**config.mk**
```make
export PLATFORM = sky130hd
export DESIGN_NAME = control_fsm_flat
export DESIGN_NICKNAME = d
export VERILOG_FILES = /design/src/rtl/control_fsm_if.sv /design/src/rtl/control_fsm.sv /design/src/flat_wrapper.sv
export SDC_FILE = /design/constraint.sdc
export NUM_CORES = 1
export LEC_CHECK = 0
export BUFFER_PORTS_ARGS = -buffer_cell sky130_fd_sc_hd__buf_2
export CELL_PAD_IN_SITES_DETAIL_PLACEMENT = 2
export CELL_PAD_IN_SITES_GLOBAL_PLACEMENT = 2
export CORE_MARGIN = 2
export CORE_UTILIZATION = 24
export DETAILED_ROUTE_END_ITERATION = 10
export PLACE_DENSITY = 0.83
export SYNTH_ARGS = -nofsm -noshare
export SYNTH_HDL_FRONTEND = slang
export SYNTH_SLANG_ARGS = --single-unit
```
**constraint.sdc**
```tcl
create_clock -name clk -period 2.8 [get_ports clk]
set_input_delay 0.14 -clock clk [delete_from_list [all_inputs] [get_ports clk]]
set_output_delay 0.14 -clock clk [all_outputs]
set_load 0.02 [all_outputs]
```
**src/rtl/control_fsm_if.sv**
```systemverilog
// Handshake and control bundle between the sequencer and the 16-bit datapath.
// The sequencer takes the master side; the datapath/memory side takes slave.
interface control_fsm_if;
    logic [15:0] memData;
    logic        memReady;
    logic [15:0] ir;
    logic [15:0] immediate;
    logic [2:0]  busSel;
    logic [3:0]  aluOp;
    logic        regWrite;
    logic [3:0]  regDest;
    logic [3:0]  regSrc;
    logic        memRead;
    logic        memWrite;
    logic        addrSel;
    logic        pcEn;
    logic        pcSel;
    logic [2:0]  state;

    modport master (
        input  memData, memReady,
        output ir, immediate, busSel, aluOp, regWrite, regDest, regSrc,
               memRead, memWrite, addrSel, pcEn, pcSel, state
    );

    modport slave (
        output memData, memReady,
        input  ir, immediate, busSel, aluOp, regWrite, regDest, regSrc,
               memRead, memWrite, addrSel, pcEn, pcSel, state
    );
endinterface

```
**src/rtl/control_fsm.sv**
```systemverilog
// Multi-cycle sequencer: FETCH -> DECODE -> EXECUTE -> MEM -> WRITEBACK.
// State and ir are registered; all strobes decode combinationally from them.
module control_fsm (
    input logic           clk,
    input logic           reset,
    control_fsm_if.master bus
);
    typedef enum logic [2:0] {
        StFetch     = 3'd0,
        StDecode    = 3'd1,
        StExecute   = 3'd2,
        StMem       = 3'd3,
        StWriteback = 3'd4
    } state_t;

    localparam logic [3:0] OpAlu   = 4'h0;
    localparam logic [3:0] OpShift = 4'h1;
    localparam logic [3:0] OpMovi  = 4'h2;
    localparam logic [3:0] OpLoad  = 4'h3;
    localparam logic [3:0] OpStor  = 4'h4;
    localparam logic [3:0] OpJal   = 4'h5;

    localparam logic [2:0] SelAlu   = 3'b000;
    localparam logic [2:0] SelShift = 3'b001;
    localparam logic [2:0] SelImm   = 3'b010;
    localparam logic [2:0] SelMem   = 3'b011;
    localparam logic [2:0] SelPc    = 3'b100;
    localparam logic [2:0] SelRegB  = 3'b101;

    state_t      state_q;
    logic [15:0] ir_q;
    logic [3:0]  opcode;
    logic [2:0]  class_sel;
    logic        writes_reg;
    logic        is_mem_op;

    assign opcode    = ir_q[15:12];
    assign is_mem_op = (opcode == OpLoad) || (opcode == OpStor);

    always_comb begin
        class_sel  = SelAlu;
        writes_reg = 1'b0;
        case (opcode)
            OpAlu:   begin class_sel = SelAlu;   writes_reg = 1'b1; end
            OpShift: begin class_sel = SelShift; writes_reg = 1'b1; end
            OpMovi:  begin class_sel = SelImm;   writes_reg = 1'b1; end
            OpLoad:  begin class_sel = SelMem;   writes_reg = 1'b1; end
            OpStor:  class_sel = SelRegB;
            OpJal:   begin class_sel = SelPc;    writes_reg = 1'b1; end
            default: ;
        endcase
    end

    always_ff @(posedge clk) begin
        if (reset) begin
            state_q <= StFetch;
            ir_q    <= '0;
        end else begin
            case (state_q)
                StFetch: if (bus.memReady) state_q <= StDecode;
                StDecode: begin
                    ir_q    <= bus.memData;
                    state_q <= StExecute;
                end
                StExecute: begin
                    if (is_mem_op)       state_q <= StMem;
                    else if (writes_reg) state_q <= StWriteback;
                    else                 state_q <= StFetch;
                end
                StMem: if (bus.memReady) begin
                    state_q <= (opcode == OpLoad) ? StWriteback : StFetch;
                end
                StWriteback: state_q <= StFetch;
                default:     state_q <= StFetch;
            endcase
        end
    end

    logic [2:0] bus_sel;
    logic       reg_write, mem_read, mem_write, addr_sel, pc_en, pc_sel;

    // Reset gates every strobe so an aborted instruction leaves no side effect.
    always_comb begin
        bus_sel   = SelAlu;
        reg_write = 1'b0;
        mem_read  = 1'b0;
        mem_write = 1'b0;
        addr_sel  = 1'b0;
        pc_en     = 1'b0;
        pc_sel    = 1'b0;
        if (!reset) begin
            case (state_q)
                StFetch:   mem_read = 1'b1;
                StDecode:  pc_en = 1'b1;
                StExecute: bus_sel = class_sel;
                StMem: begin
                    addr_sel = 1'b1;
                    if (opcode == OpLoad) mem_read = 1'b1;
                    if (opcode == OpStor) begin
                        mem_write = 1'b1;
                        bus_sel   = SelRegB;
                    end
                end
                StWriteback: begin
                    reg_write = writes_reg;
                    bus_sel   = class_sel;
                    if (opcode == OpJal) begin
                        pc_en  = 1'b1;
                        pc_sel = 1'b1;
                    end
                end
                default: ;
            endcase
        end
    end

    assign bus.ir        = ir_q;
    assign bus.immediate = {{8{ir_q[7]}}, ir_q[7:0]};
    assign bus.aluOp     = ir_q[7:4];
    assign bus.regDest   = ir_q[11:8];
    assign bus.regSrc    = ir_q[3:0];
    assign bus.busSel    = bus_sel;
    assign bus.regWrite  = reg_write;
    assign bus.memRead   = mem_read;
    assign bus.memWrite  = mem_write;
    assign bus.addrSel   = addr_sel;
    assign bus.pcEn      = pc_en;
    assign bus.pcSel     = pc_sel;
    assign bus.state     = state_q;
endmodule

```
**src/flat_wrapper.sv**
```systemverilog
// flat-port wrapper written by rule: the top's interface ports become plain ports
module control_fsm_flat 
  (clk, reset, bus_memData, bus_memReady, bus_ir, bus_immediate, bus_busSel, bus_aluOp, bus_regWrite, bus_regDest, bus_regSrc, bus_memRead, bus_memWrite, bus_addrSel, bus_pcEn, bus_pcSel, bus_state);
  control_fsm_if bus_i ();
  input logic clk;
  input logic reset;
  input wire logic [$bits(bus_i.memData)-1:0] bus_memData;
  input wire logic [$bits(bus_i.memReady)-1:0] bus_memReady;
  output wire logic [$bits(bus_i.ir)-1:0] bus_ir;
  output wire logic [$bits(bus_i.immediate)-1:0] bus_immediate;
  output wire logic [$bits(bus_i.busSel)-1:0] bus_busSel;
  output wire logic [$bits(bus_i.aluOp)-1:0] bus_aluOp;
  output wire logic [$bits(bus_i.regWrite)-1:0] bus_regWrite;
  output wire logic [$bits(bus_i.regDest)-1:0] bus_regDest;
  output wire logic [$bits(bus_i.regSrc)-1:0] bus_regSrc;
  output wire logic [$bits(bus_i.memRead)-1:0] bus_memRead;
  output wire logic [$bits(bus_i.memWrite)-1:0] bus_memWrite;
  output wire logic [$bits(bus_i.addrSel)-1:0] bus_addrSel;
  output wire logic [$bits(bus_i.pcEn)-1:0] bus_pcEn;
  output wire logic [$bits(bus_i.pcSel)-1:0] bus_pcSel;
  output wire logic [$bits(bus_i.state)-1:0] bus_state;
  assign bus_i.memData = bus_memData;
  assign bus_i.memReady = bus_memReady;
  assign bus_ir = bus_i.ir;
  assign bus_immediate = bus_i.immediate;
  assign bus_busSel = bus_i.busSel;
  assign bus_aluOp = bus_i.aluOp;
  assign bus_regWrite = bus_i.regWrite;
  assign bus_regDest = bus_i.regDest;
  assign bus_regSrc = bus_i.regSrc;
  assign bus_memRead = bus_i.memRead;
  assign bus_memWrite = bus_i.memWrite;
  assign bus_addrSel = bus_i.addrSel;
  assign bus_pcEn = bus_i.pcEn;
  assign bus_pcSel = bus_i.pcSel;
  assign bus_state = bus_i.state;
  control_fsm u_core (.clk(clk), .reset(reset), .bus(bus_i));
endmodule
```
# Yosys cells after proc, flatten, opt, wreduce, memory -nomap -nowiden
# Index checks and enable logic that the tools add are counted.
# W data, S select, Z words.
[word_totals] register_bits=19 in_bits=19 output_inout_bits=56 elab_cells=45
[op_classes] n_eq_ne=11 muxes=26 reduce_logical=6
[ops] cell="$mux W3" count=7
[ops] cell="$pmux W3 S5" count=1
[ops] cell="$mux W1" count=14
[ops] cell="$pmux W3 S4" count=1
[ops] cell="$eq A4 B2 Y1 const B" count=2
[ops] cell="$eq A4 B3 Y1 const B" count=2
[ops] cell="$eq A3 B2 Y1 const B" count=2
[ops] cell="$pmux W3 S2" count=1
[ops] cell="$reduce_or A5 Y1" count=1
[ops] cell="$eq A4 B1 Y1 const B" count=1
[ops] cell="$logic_not A4 Y1" count=1
[ops] cell="$ne A2 B2 Y1 const B" count=2
[ops] cell="$pmux W1 S2" count=2
[ops] cell="$eq A3 B1 Y1 const B" count=1
[ops] cell="$eq A3 B3 Y1 const B" count=1
[ops] cell="$logic_not A3 Y1" count=1
[ops] cell="$reduce_and A2 Y1" count=1
[ops] cell="$reduce_or A2 Y1" count=1
[ops] cell="$logic_or A1 B1 Y1" count=1

# Longest topological paths before layout
# Gate-level depths: netlist of the first run.
[logic_depth] depth_word=6 ltp_mapped=6

# Least setup slack after synthesis of the first run
# Ideal clock, no wire load.
[synth_path] kind="reg2out" from="register u_core.ir_q[12], in the netlist u_core.bus.ir[12]" to="output port bus_busSel[0]" t_arrival_ns=1.762 required_time_ns=2.660 slack_ns=0.898 path_stages_with_launch=5 path_buffers=1 path_cell_list="dfxtp_1 > buf_6 > inv_2 > or4_1 > a311oi_1"
[synth_via] elab_chain_len=4 elab_cells_between_ends=9
[synth_lines] item="start: declaration" line_no="control_fsm.sv:31" source="logic [15:0] ir_q;"
[synth_lines] item="start signal: assignment" line_no="control_fsm.sv:62" source="ir_q <= bus.memData;"
[synth_lines] item="$eq A4 B3 Y1 (tied with other cells)" line_no="control_fsm.sv:43" source="case (opcode)"
[synth_lines] item="$pmux W3 S5 / $mux W3 (equally long branches)" line_no="control_fsm.sv:43, control_fsm.sv:99"
[synth_lines] item="$pmux W3 S2 (*)" line_no="control_fsm.sv:92" source="case (state_q)"
[synth_lines] item="$mux W3 (*)" line_no="control_fsm.sv:91" source="if (!reset) begin"
[synth_lines] item="end: declaration" line_no="flat_wrapper.sv:11" source="output wire logic [$bits(bus_i.busSel)-1:0] bus_busSel;"
# Mark *: on every way between the ends. The rest lies on a longest branch, timed or not.

# Worst setup path in the final report of the first run
[layout_path] from="register u_core.state_q[2], in the netlist u_core.bus.state[2]" to="output port bus_busSel[0]"
[layout_via] elab_chain_len=4 elab_cells_between_ends=6
[layout_lines] item="start: declaration" line_no="control_fsm.sv:30" source="state_t state_q;"
[layout_lines] item="start signal: assignment" line_no="control_fsm.sv:56" source="state_q <= StFetch;"
[layout_lines] item="start signal: assignment" line_no="control_fsm.sv:60" source="StFetch: if (bus.memReady) state_q <= StDecode;"
[layout_lines] item="start signal: assignment" line_no="control_fsm.sv:63" source="state_q <= StExecute;"
[layout_lines] item="$eq A3 B2 Y1 / $eq A3 B3 Y1 (equally long branches)" line_no="control_fsm.sv:92"
[layout_lines] item="$reduce_or A2 Y1 (no line)"
[layout_lines] item="$pmux W3 S2 (*)" line_no="control_fsm.sv:92"
[layout_lines] item="$mux W3 (*)" line_no="control_fsm.sv:91"
# Marks and branches as above.

==> results.txt, run 1 <==
- The number of hold violations in the final report came to 0.
- Maxcap violations: 0
- Dividing the final minimum period by the clock period gives 72.1%.
* Number of top-level design ports: 75
* Number of enable-type register cells in the synthesized netlist: 0
- Setup repair after global routing left no endpoint under its margin.
- The cell count after synthesis came out at 132.
* Type of the worst setup path: reg -> out
- Post-CTS Hold Buffers: 0
- The run finished with clean final reports.
- Area of the placeable core: 4720 um^2
- Remaining antenna violation count: 0
* Required time worst endpoint: 2.66 ns
- Among all flip-flop cells after synthesis, the most frequent one is sky130_fd_sc_hd__dfxtp_1.
- The count of buffers added on input and output ports is 74.
- Worst IR drop on VDD: 0.133 mV
- STA classifies the critical path startpoint as a flip-flop.
- Leaving out fill and tap cells, the most frequent cell in the layout is sky130_fd_sc_hd__buf_2.
- In this run, the number of DRC markers left after iteration 0 of detailed routing was 21.
- After detailed routing, the number of vias per cell comes to 4.36.
- Worst path top cell family by delay: flip-flops
- Post-synth design cell area: 1170 um^2
- Series of cell instances along the critical path: xnor2_1 > or4_1 > a311oi_1 > buf_2
- The total overflow left after global routing is 0.
- The die covers 5440 um^2.
- Syn. warnings: 0
* Total wire length: 3.16 mm
- Relative to the synthesized area, the layout overhead comes to 20.1%.
* Global placer's final weighted congestion: 0.847
- After synthesis, the share of flip-flops with an asynchronous set or reset is 0%.
- The initial antenna violation count was 0.
* Final-report setup violation count: 0
- The share of the Yosys chip area taken by registers is 32.5%.
- The net count of the finished layout is 193.
- Dividing the detail-routed wire length by the instance count gives 13.2 um.
- In the final layout, the multi-input gates occupy 504 um^2.
- Clock root buffer: sky130_fd_sc_hd__clkbuf_8
- Sequential Area: 380 um^2
* Worst skew pair latency: 0.26 ns
- In this run the horizontal extent of the chip is 73.8 um.
- Maximum count of clock buffers along a single path: 2
* Pre-Repair DR Iteration Count: 4
* Std cell rows: 25
- After layout, the minimum clock period comes to 2.02 ns.
* CTS HTree Levels: 1
- After clock tree synthesis, the clock-pin slew on the worst setup and hold paths is 0.08 ns.
- At the pin with the least slew margin, the transition time is 0.563 ns.
- Timing would allow up to 496 MHz.
* Worst-path cell with the longest stage delay: sky130_fd_sc_hd__dfxtp_1
- Summed over all cells, the static leakage comes to 0.739 nW.
- Number of library cell types mapped by synthesis: 34
* Top fanout value on the critical path: 11
- Post-Syn Area per Cell: 8.85 um^2
- Total power for the finished layout comes to 707 uW.
* Number of post-CTS setup repair buffers: 0
- Post-Route Skew: 0.00215 ns
- After synthesis the netlist holds a flip-flop and latch count of 19.
* Total count of max-transition violations in the final report: 0
- Measured along the y axis, the die boundary spans 73.8 um.
- In this run the worst hold path is classified as in -> reg.
* Fin Setup TNS: 0 ns
- First-pass GRT wire length: 4.89 mm
- Entering global routing, the biggest net connects 25 pins.
* Data arrival time of the critical path: 1.88 ns
* Post_cts resized: 0
- In this design, the stage delay of the slowest critical-path cell is 0.56 ns.
- For this run, design rule violations remaining after detail routing come to 0.
- CP endpoint kind: output port
- The library cells used most frequently in the layout, excluding fill and tap cells, are sky130_fd_sc_hd__buf_2, sky130_fd_sc_hd__nor2_1, sky130_fd_sc_hd__dfxtp_1.
* Total global-route track usage: 11.6%
* Total power density per cell area: 504 nW/um^2
* Number of buffers created by CTS: 3
- 0 antenna diodes ended up in the layout.
- Crit path buffers/inverters: 1
- Slew headroom: 62.4%
- Clock tree from TritonCTS: yes
- Filler cell count: 566
* Initial core utilization: 24.7%
- Across all layers, the routed design uses 1,046 vias.
* Fraction of final layout cells sized beyond drive strength 1: 48.0%
- HPWL after DPL: 2.35 mm
- Vias in the first global route: 996
* Clock net sink count: 19
- Net count of the mapped netlist: 151
-- power by group --
| group | total (mW) | switching, mW | internal [mW] |
|---|---|---|---|
| combinational | 0.192 | 0.117 | 0.0746 |
| sequential | 0.317 | 0.0292 | 0.288 |
| clock | 0.199 | 0.0996 | 0.0990 |
-- through the flow --
stage	cells	util (%)	instance area [um^2]	hold WS, ns	setup WS (ns)
after floorplan	132	-	1170	0.287	0.898
after global placement	236	28.7	1360	0.378	1.10
after detailed placement	236	28.7	1360	0.387	1.10
after CTS	240	29.7	1400	0.111	0.773
after global routing	240	29.7	1400	0.115	0.671
final	240	29.7	1400	0.115	0.782
-- layout make-up --
type	instances	share of cell area, %
Sequential cell	19	27.1
Clock inverter	1	0.357
Clock buffer	3	2.94
Multi-Input combinational cell	72	35.9
Tap cell	67	5.97
Inverter	3	0.802
Timing Repair Buffer	75	26.9
-- layer usage --
metal | vias up | routed length (um) | GRT usage (%)
met1 | 488 | 1420 | 14.7
met5 | - | 0 | 0
met3 | 4 | 258 | 3.02
met4 | 0 | 39 | 3.84
li1 | 501 | - | -
met2 | 53 | 1440 | 18.9
-- worst reg2reg max path, stage by stage, from the launching register on --
cell and delay [ns]:
sky130_fd_sc_hd__dfxtp_1 0.68, sky130_fd_sc_hd__nor3b_2 0.27, sky130_fd_sc_hd__buf_4 0.32, sky130_fd_sc_hd__mux2i_1 0.23, sky130_fd_sc_hd__nor2_1 0.06
-- state kept, by name, summed over array words and instances (netlist names) --
| signal | cells |
|---|---|
| u_core.bus.ir | 16 |
| u_core.bus.state | 3 |
-- cell usage after synthesis (2+ instances only) --
library cell               instances  area [um^2]
sky130_fd_sc_hd__buf_6             3         33.8
sky130_fd_sc_hd__nor4b_1           2         17.5
sky130_fd_sc_hd__a21oi_1           2         10.0
sky130_fd_sc_hd__mux2i_1          17          170
sky130_fd_sc_hd__inv_1             2         7.51
sky130_fd_sc_hd__dfxtp_1          19          380
sky130_fd_sc_hd__nor3b_1           4         30.0
sky130_fd_sc_hd__nor2_1           21         78.8
sky130_fd_sc_hd__o21ai_0           2         10.0
sky130_fd_sc_hd__nand3b_1          2         15.0
sky130_fd_sc_hd__clkbuf_1          5         18.8
sky130_fd_sc_hd__and3_1            2         12.5
sky130_fd_sc_hd__buf_4            30          225
-- path summary, 6_finish.rpt --
kind | start | endpoint | slack, ns | cells after the start
max | u_core.bus.state[2]$_SDFFE_PP0P_ | bus_busSel[0] | 0.78 | 4
min | bus_memData[14] | u_core.bus.ir[14]$_SDFFE_PP0P_ | 0.12 | 3
max reg2reg | u_core.bus.state[0]$_SDFFE_PP0P_ | u_core.bus.ir[8]$_SDFFE_PP0P_ | 1.11 | 4
min reg2reg | u_core.bus.ir[10]$_SDFFE_PP0P_ | u_core.bus.ir[10]$_SDFFE_PP0P_ | 0.52 | 2
-- kinds of logic after synthesis --
group                     count (synthesis)  synth area share [%]
buffers and inverters                    41                  24.7
AOI/OAI and AO/OA                        10                  6.00
muxes                                    17                  14.6
DFF                                      19                  32.5
and+or+nand+nor                          44                  21.4
xor gates and xnor gates                  1                 0.750
Power figures use the tool's default switching activity.
==> run 2, diff against run 1 <==
--- a/config.mk
+++ b/config.mk
@@ -9,9 +9,9 @@
 export CELL_PAD_IN_SITES_DETAIL_PLACEMENT = 2
 export CELL_PAD_IN_SITES_GLOBAL_PLACEMENT = 2
 export CORE_MARGIN = 2
-export CORE_UTILIZATION = 24
+export CORE_UTILIZATION = 22
 export DETAILED_ROUTE_END_ITERATION = 10
-export PLACE_DENSITY = 0.83
+export PLACE_DENSITY = 0.77
 export SYNTH_ARGS = -nofsm -noshare
 export SYNTH_HDL_FRONTEND = slang
 export SYNTH_SLANG_ARGS = --single-unit
==> constraint.sdc (replaced) <==
create_clock -name clk -period 1.9 [get_ports clk]
set_input_delay 0.095 -clock clk [delete_from_list [all_inputs] [get_ports clk]]
set_output_delay 0.095 -clock clk [all_outputs]
set_load 0.02 [all_outputs]
==> run 2 against run 1 <==
  * Die area increased by 8.6%
  * Cell count grew 4.2%
  * Hold slack lost 0.047 ns
  * Critical path depth is 1 higher
  * Core utilization decreased by 0.74 points
  * Final area grew 5.4%
  * Clock power increased by 47%
  * Global-route usage up 0.37 points
  * Critical path type unchanged
  * Largest cell class unchanged
  * Highest routed layer unchanged
==> results.txt, run 2 (synthesized netlist as in run 1, its figures left out) <==
* Status: finished clean
- Total wire length: 3.52 mm
- Setup violations remaining at the end of the flow were counted as 0.
- The initial antenna violation count was 0.
- Final hold vios: 0
* Slew headroom: 77.9%
* Remaining antenna violation count: 0
* IO buf count: 74
- Leading cell types in the layout, fill and taps excluded: sky130_fd_sc_hd__buf_2, sky130_fd_sc_hd__nor2_1, sky130_fd_sc_hd__mux2i_1, sky130_fd_sc_hd__dfxtp_1, sky130_fd_sc_hd__buf_4
- The clock passes through at most 2 buffers.
- Number of remaining DRC errors: 0
- Vias per inst: 4.31
- Die Footprint: 5910 um^2
- At the pin with the least slew margin, the transition time is 0.331 ns.
- Leakage component of the power: 0.780 nW
- Maxcap violations: 0
- Worst IR drop on VDD: 0.272 mV
* Classification of the worst-slack hold path: in -> reg
- On the final layout, the worst clock skew is 0.00283 ns.
- The final number of max-transition violations is 0.
* Antenna fix cells: 0
* Most frequent standard cell in the layout excluding fill and tap cells: sky130_fd_sc_hd__buf_2
- Depth of the worst register-to-register path: 4
- End point of the worst hold path: u_core.bus.ir[12]$_SDFFE_PP0P_
* Top fanout value on the critical path: 9
* Fin Setup TNS: 0 ns
* Clock root buffer: sky130_fd_sc_hd__clkbuf_8
- Filler cell count: 625
- Reg-to-reg startpoint: u_core.bus.state[0]$_SDFFE_PP0P_
* Clock tree from TritonCTS: yes
- After clock tree synthesis, the clock-pin slew on the worst setup and hold paths is 0.08 ns.
* Slack of the worst reg-to-reg path: 0.50 ns
- Required time worst endpoint: 1.80 ns
- The via count of the first global-routing pass was 1,056.
- Of the cells placed in the final design, the portion with a size suffix greater than 1 is 52.2%.
* Kind of start point of the critical path: flip-flop
- Area of the placeable core: 5110 um^2
- Largest net degree at the start of global routing: 24
- Worst skew pair latency: 0.26 ns
- For the worst setup path, the data arrival time is 1.75 ns.
* Post-layout net count: 200
- STA classifies the critical path endpoint as an output port.
* Clock net sink count: 19
* Total global-route track usage: 12.0%
* X dimension of the die: 76.9 um
- Power spread over the standard cell area amounts to 717 nW/um^2.
* Post-CTS Hold Buffers: 0
* Chip Height: 76.9 um
* Pre-Repair DR Iteration Count: 4
- Derived from the worst setup path, the maximum achievable clock frequency is 542 MHz.
- Detailed placement finished with a half-perimeter wire length of 2.73 mm.
- The worst hold path begins at bus_memData[12].
* Type of the worst setup path: reg -> out
- Number of buffers created by CTS: 3
- Relative to the synthesized area, the layout overhead comes to 26.7%.
- The first global-routing pass estimated 5.74 mm of wire.
- Shortest clock period the worst path allows after layout: 1.84 ns
* Capture instance of the worst register-to-register path: u_core.bus.ir[11]$_SDFFE_PP0P_
* CTS HTree Levels: 1
- Worst slack after detailed placement: 0.190 ns
- Counting instances, the worst hold path has a depth of 3.
- The first routing iteration left 17 violations.
* Global placer's final weighted congestion: 0.825
* Grt total ovfl: 0
* Period utilisation layout: 97.0%
* Crit path setup slack, layout: 0.0567 ns
- After detailed routing, the average wire length per cell comes to 14.1 um.
* Flip-flop count of the largest register, all copies and words added: 16
* DR vias: 1,078
- Std cell rows: 26
* Initial core utilization: 22.9%
- Number of top-level design ports: 75
==> run 2: changes by cell type in the layout (fill, tap and decap cells not counted), sizes merged <==
cell and delta:
buf +7
==> run 2: power by group <==
group | switching, mW | leakage (nW) | internal [mW] | total (mW)
sequential | 0.0319 | 0.156 | 0.424 | 0.456
clock | 0.147 | 0.0255 | 0.146 | 0.293
combinational | 0.191 | 0.598 | 0.123 | 0.313
total | 0.370 | 0.780 | 0.692 | 1.06
==> run 2: metrics by stage <==
step / cell area, um^2 / hold WS [ns] / utilization [%] / cells / total power, mW
final: 1480 / 0.0680 / 29.0 / 250 / 1.06
after global routing: 1480 / 0.0649 / 29.0 / 250 / 1.13
after floorplan: 1170 / 0.242 / - / 132 / 0.712
after global placement: 1410 / 0.331 / 27.7 / 246 / 0.772
after detailed placement: 1410 / 0.340 / 27.7 / 246 / 0.781
after CTS: 1460 / 0.0636 / 28.6 / 250 / 1.09
==> run 2: layout make-up <==
cell class	instances	area, um^2	area share, %
tap	70	87.6	5.92
multi-input combinational	72	517	34.9
clock buffer	3	41.3	2.79
timing repair buffer	82	433	29.2
clock inverter	1	5.00	0.338
inverter	3	11.3	0.761
sequential	19	385	26.0
==> run 2: worst max-delay path, stage by stage (launching register included) <==
cell                       delay [ns]
sky130_fd_sc_hd__dfxtp_1         0.32
sky130_fd_sc_hd__buf_4           0.17
sky130_fd_sc_hd__nor3b_1         0.32
sky130_fd_sc_hd__nand3b_1        0.16
sky130_fd_sc_hd__a311oi_2        0.32
sky130_fd_sc_hd__buf_4           0.19
==> run 2: timing repair <==
item	4_1_cts	5_1_grt
cloned	0	0
buffers inserted	0	0
endpoints found under the setup margin	1	2
pin swaps	0	1
hold endpoints to repair	0	0
gates resized for setup	2	4
==> run 2: worst max path at each step <==
stage	start	endpoint	slack [ns]	depth (start not counted)
2_1_floorplan	u_core.bus.ir[12]$_SDFFE_PP0P_	bus_busSel[0]	0.04	4
3_3_place_gp	u_core.bus.state[1]$_SDFFE_PP0P_	bus_busSel[0]	0.30	4
3_5_place_dp	u_core.bus.state[1]$_SDFFE_PP0P_	bus_busSel[0]	0.19	4
4_1_cts	u_core.bus.state[1]$_SDFFE_PP0P_	bus_busSel[0]	0.004	4
5_1_grt	u_core.bus.ir[12]$_SDFFE_PP0P_	bus_busSel[0]	-0.04	5
6_report	u_core.bus.ir[12]$_SDFFE_PP0P_	bus_busSel[0]	0.06	5
==> run 2: layer usage <==
layer  vias to the layer above  global-route usage, %  routed length [um]
met5                         -                      0                   0
met4                         0                   1.64                  11
met3                         2                   4.24                 271
met2                        53                   21.8                1790
met1                       510                   13.7                1450
li1                        513                      -                   -
==> run 3, diff against run 2 <==
--- a/config.mk
+++ b/config.mk
@@ -10,8 +10,10 @@
 export CELL_PAD_IN_SITES_GLOBAL_PLACEMENT = 2
 export CORE_MARGIN = 2
 export CORE_UTILIZATION = 22
+export CTS_CLUSTER_SIZE = 20
 export DETAILED_ROUTE_END_ITERATION = 10
 export PLACE_DENSITY = 0.77
+export SETUP_SLACK_MARGIN = 0.15
 export SYNTH_ARGS = -nofsm -noshare
 export SYNTH_HDL_FRONTEND = slang
 export SYNTH_SLANG_ARGS = --single-unit
==> run 3 against run 2 <==
  * Clock skew grew 0.0018 ns
  * Highest routed layer unchanged
  * Setup slack gained 0.11 ns
  * Via count fell by 0.28%
  * Critical path depth down 1
  * Core utilization decreased by 0.17 points
  * Hold slack improved by 0.00067 ns
  * Wire length shrank 3.4%
  * Maximum frequency increased by 6.1%
  * Global-route usage shrank 0.44 points
  * Count of clock-buffer cells in the layout increased by 1
==> results.txt, run 3 (synthesized netlist as in run 1, its figures left out) <==
* Global placer's final weighted congestion: 0.797
* Area of the placeable core: 5110 um^2
* Gate power share: 28.8%
* X dimension of the die: 76.9 um
* Post-layout net count: 198
- The die is 76.9 um tall.
* Number of buffers created by CTS: 3
* Total global-route track usage: 11.5%
* Slack of the worst reg-to-reg path: 0.52 ns
* Clock power share: 27.3%
* Type of the worst setup path: reg -> out
- Classification of the worst-slack hold path: in -> reg
- Status: finished clean
- Detailed-route wire length per cell: 13.7 um
* Top fanout value on the critical path: 10
* Maxcap violations: 0
- The worst setup path is captured at an output port.
* Number of top-level design ports: 75
* Data arrival time of the critical path: 1.64 ns
- Cell Int Power: 694 uW
* Number of remaining DRC errors: 0
* Layout Utilization: 28.8%
* Pre-Repair DR Iteration Count: 4
- Kind of start point of the critical path: flip-flop
- Net switching power: 359 uW
- Grt total ovfl: 0
* Flip-flop count of the largest register, all copies and words added: 16
- Clock tree synthesis found a total of 19 sinks.
- IO buf count: 74
- The via count of the first global-routing pass is 1,073.
- Largest net degree at the start of global routing: 24
* Total placed instance area: 1410 um^2
- The most critical setup path has its startpoint at u_core.bus.state[1]$_SDFFE_PP0P_.
* Shortest clock period the worst path allows after layout: 1.74 ns
* Maximum count of clock buffers along a single path: 2
- The layout has 626 filler cells.
- In this run the critical register-to-register path is captured at u_core.bus.ir[8]$_SDFFE_PP0P_.
- Reg-to-reg startpoint: u_core.bus.state[2]$_SDFFE_PP0P_
- Of the total power, the share spent switching nets is 34.1%.
* Fin Setup TNS: 0 ns
* HPWL after DPL: 2.54 mm
- TritonCTS built the clock tree.
- In this run the worst setup path terminates at bus_busSel[0].
* Total count of max-transition violations in the final report: 0
- Area growth from synthesis to final layout: 25.9%
* Die Footprint: 5910 um^2
- In the finished design, the share of the clock period the worst path needs comes to 91.4%.
* RSZ-0062 raised after global routing: true
- Depth of the worst register-to-register path: 5
- The top cell types in the final layout, fill and taps aside, are sky130_fd_sc_hd__buf_2, sky130_fd_sc_hd__nor2_1, sky130_fd_sc_hd__mux2i_1.
- At the worst endpoint, the required time is 1.80 ns.
- Setup violations remaining at the end of the flow were counted as 0.
* DP Cell Count: 244
- Final hold vios: 0
- The first global-routing pass estimated 5.49 mm of wire.
- Remaining antenna violation count: 0
- Measured against its own limit, the worst slew margin works out to 77.9%.
- Register clock-pin slew on the reported worst setup and hold paths: 0.07 ns
* Antenna fix cells: 0
- In this run the power density over the cells is 715 nW/um^2.
- For this design the static power due to leakage is 0.771 nW.
* Std cell rows: 26
* Crit path setup slack, layout: 0.163 ns
- Initial antenna violation count: 0
* Initial core utilization: 22.9%
* Total wire length: 3.41 mm
- CTS placed an instance of sky130_fd_sc_hd__clkbuf_8 at the clock tree root.
* Summed area of non-filler cells in the final layout: 1470 um^2
* Number of design-rule violations left by the first detailed-router iteration: 11
- In the final layout, the share of cells above drive strength 1 is 52.8%.
- The worst-case IR drop observed on VDD is 0.235 mV.
* Worst skew pair latency: 0.26 ns
- Most frequent standard cell in the layout excluding fill and tap cells: sky130_fd_sc_hd__buf_2
* Vias per inst: 4.33
- DR vias: 1,075
* Post-Route Skew: 0.00460 ns
- Portion of total power attributed to sequential cells: 43.9%
- FMAX: 576 MHz
- For the pin with the worst max-slew slack, the measured transition is 0.331 ns.
- Final Non-Filler Cells: 248
* CTS HTree Levels: 1
* Worst slack after detailed placement: 0.265 ns
[run 3: changes by cell type in the layout (fill, tap and decap cells not counted), sizes merged]
cell	change
clkinv	-1
buf	-2
clkbuf	+1
[run 3: power by group through the flow]
stage	Clock (mW)	Sequential, mW	Combinational (mW)
floorplan	0	0.488	0.225
global placement	0	0.467	0.302
detailed placement	0	0.471	0.306
CTS	0.317	0.462	0.308
global route	0.329	0.469	0.329
finish	0.287	0.462	0.303
[run 3: per-stage QoR]
| step | total power, mW | hold slack, ns |
|---|---|---|
| 2_1_floorplan | 0.713 | 0.242 |
| 4_1_cts | 1.09 | 0.0579 |
| 5_1_grt | 1.13 | 0.0744 |
| 3_3_place_gp | 0.769 | 0.330 |
| 6_report | 1.05 | 0.0687 |
| 3_5_place_dp | 0.777 | 0.341 |
[run 3: area by class of cell]
type / instances / area [um^2] / share of cell area, %
clock buffers: 4 / 45.0 / 3.06
inverters: 3 / 11.3 / 0.765
multi-input cells: 72 / 522 / 35.5
flip-flops and latches: 19 / 388 / 26.4
well taps: 70 / 87.6 / 5.95
repair buffers: 80 / 418 / 28.4
[run 3: layer usage]
layer / up-vias / global-route usage (%) / share of wire, %
met5: - / 0 / 0
met4: 0 / 2.18 / 0.79
met3: 4 / 4.71 / 10
met2: 59 / 21.1 / 49
met1: 497 / 12.5 / 40
li1: 515 / - / -
[run 3: worst min path at each step]
stage	slack, ns	end	cells past startpoint	startpoint
CTS	0.06	u_core.bus.ir[2]$_SDFFE_PP0P_	3	bus_memData[2]
finish	0.07	u_core.bus.ir[11]$_SDFFE_PP0P_	3	bus_memData[11]
floorplan	0.24	u_core.bus.ir[12]$_SDFFE_PP0P_	2	bus_memData[12]
global route	0.07	u_core.bus.ir[9]$_SDFFE_PP0P_	3	bus_memData[9]
detailed placement	0.34	u_core.bus.ir[0]$_SDFFE_PP0P_	3	bus_memData[0]
global placement	0.33	u_core.bus.ir[0]$_SDFFE_PP0P_	3	bus_memData[0]
[run 3: critical path, stage by stage (launching register included)]
cell	delay, ns
sky130_fd_sc_hd__dfxtp_4	0.38
sky130_fd_sc_hd__xnor2_1	0.14
sky130_fd_sc_hd__or4_1	0.43
sky130_fd_sc_hd__a311oi_2	0.25
sky130_fd_sc_hd__buf_4	0.19
[run 3: repair_timing]
| item | 4_1_cts | 5_1_grt |
|---|---|---|
| hold buffers | 0 | 0 |
| endpoints found under the hold margin | 0 | 0 |
| resized for setup | 7 | 1 |
| setup buffers | 0 | 0 |
| setup endpoints to repair | 3 | 3 |
| pin swaps | 1 | 0 |
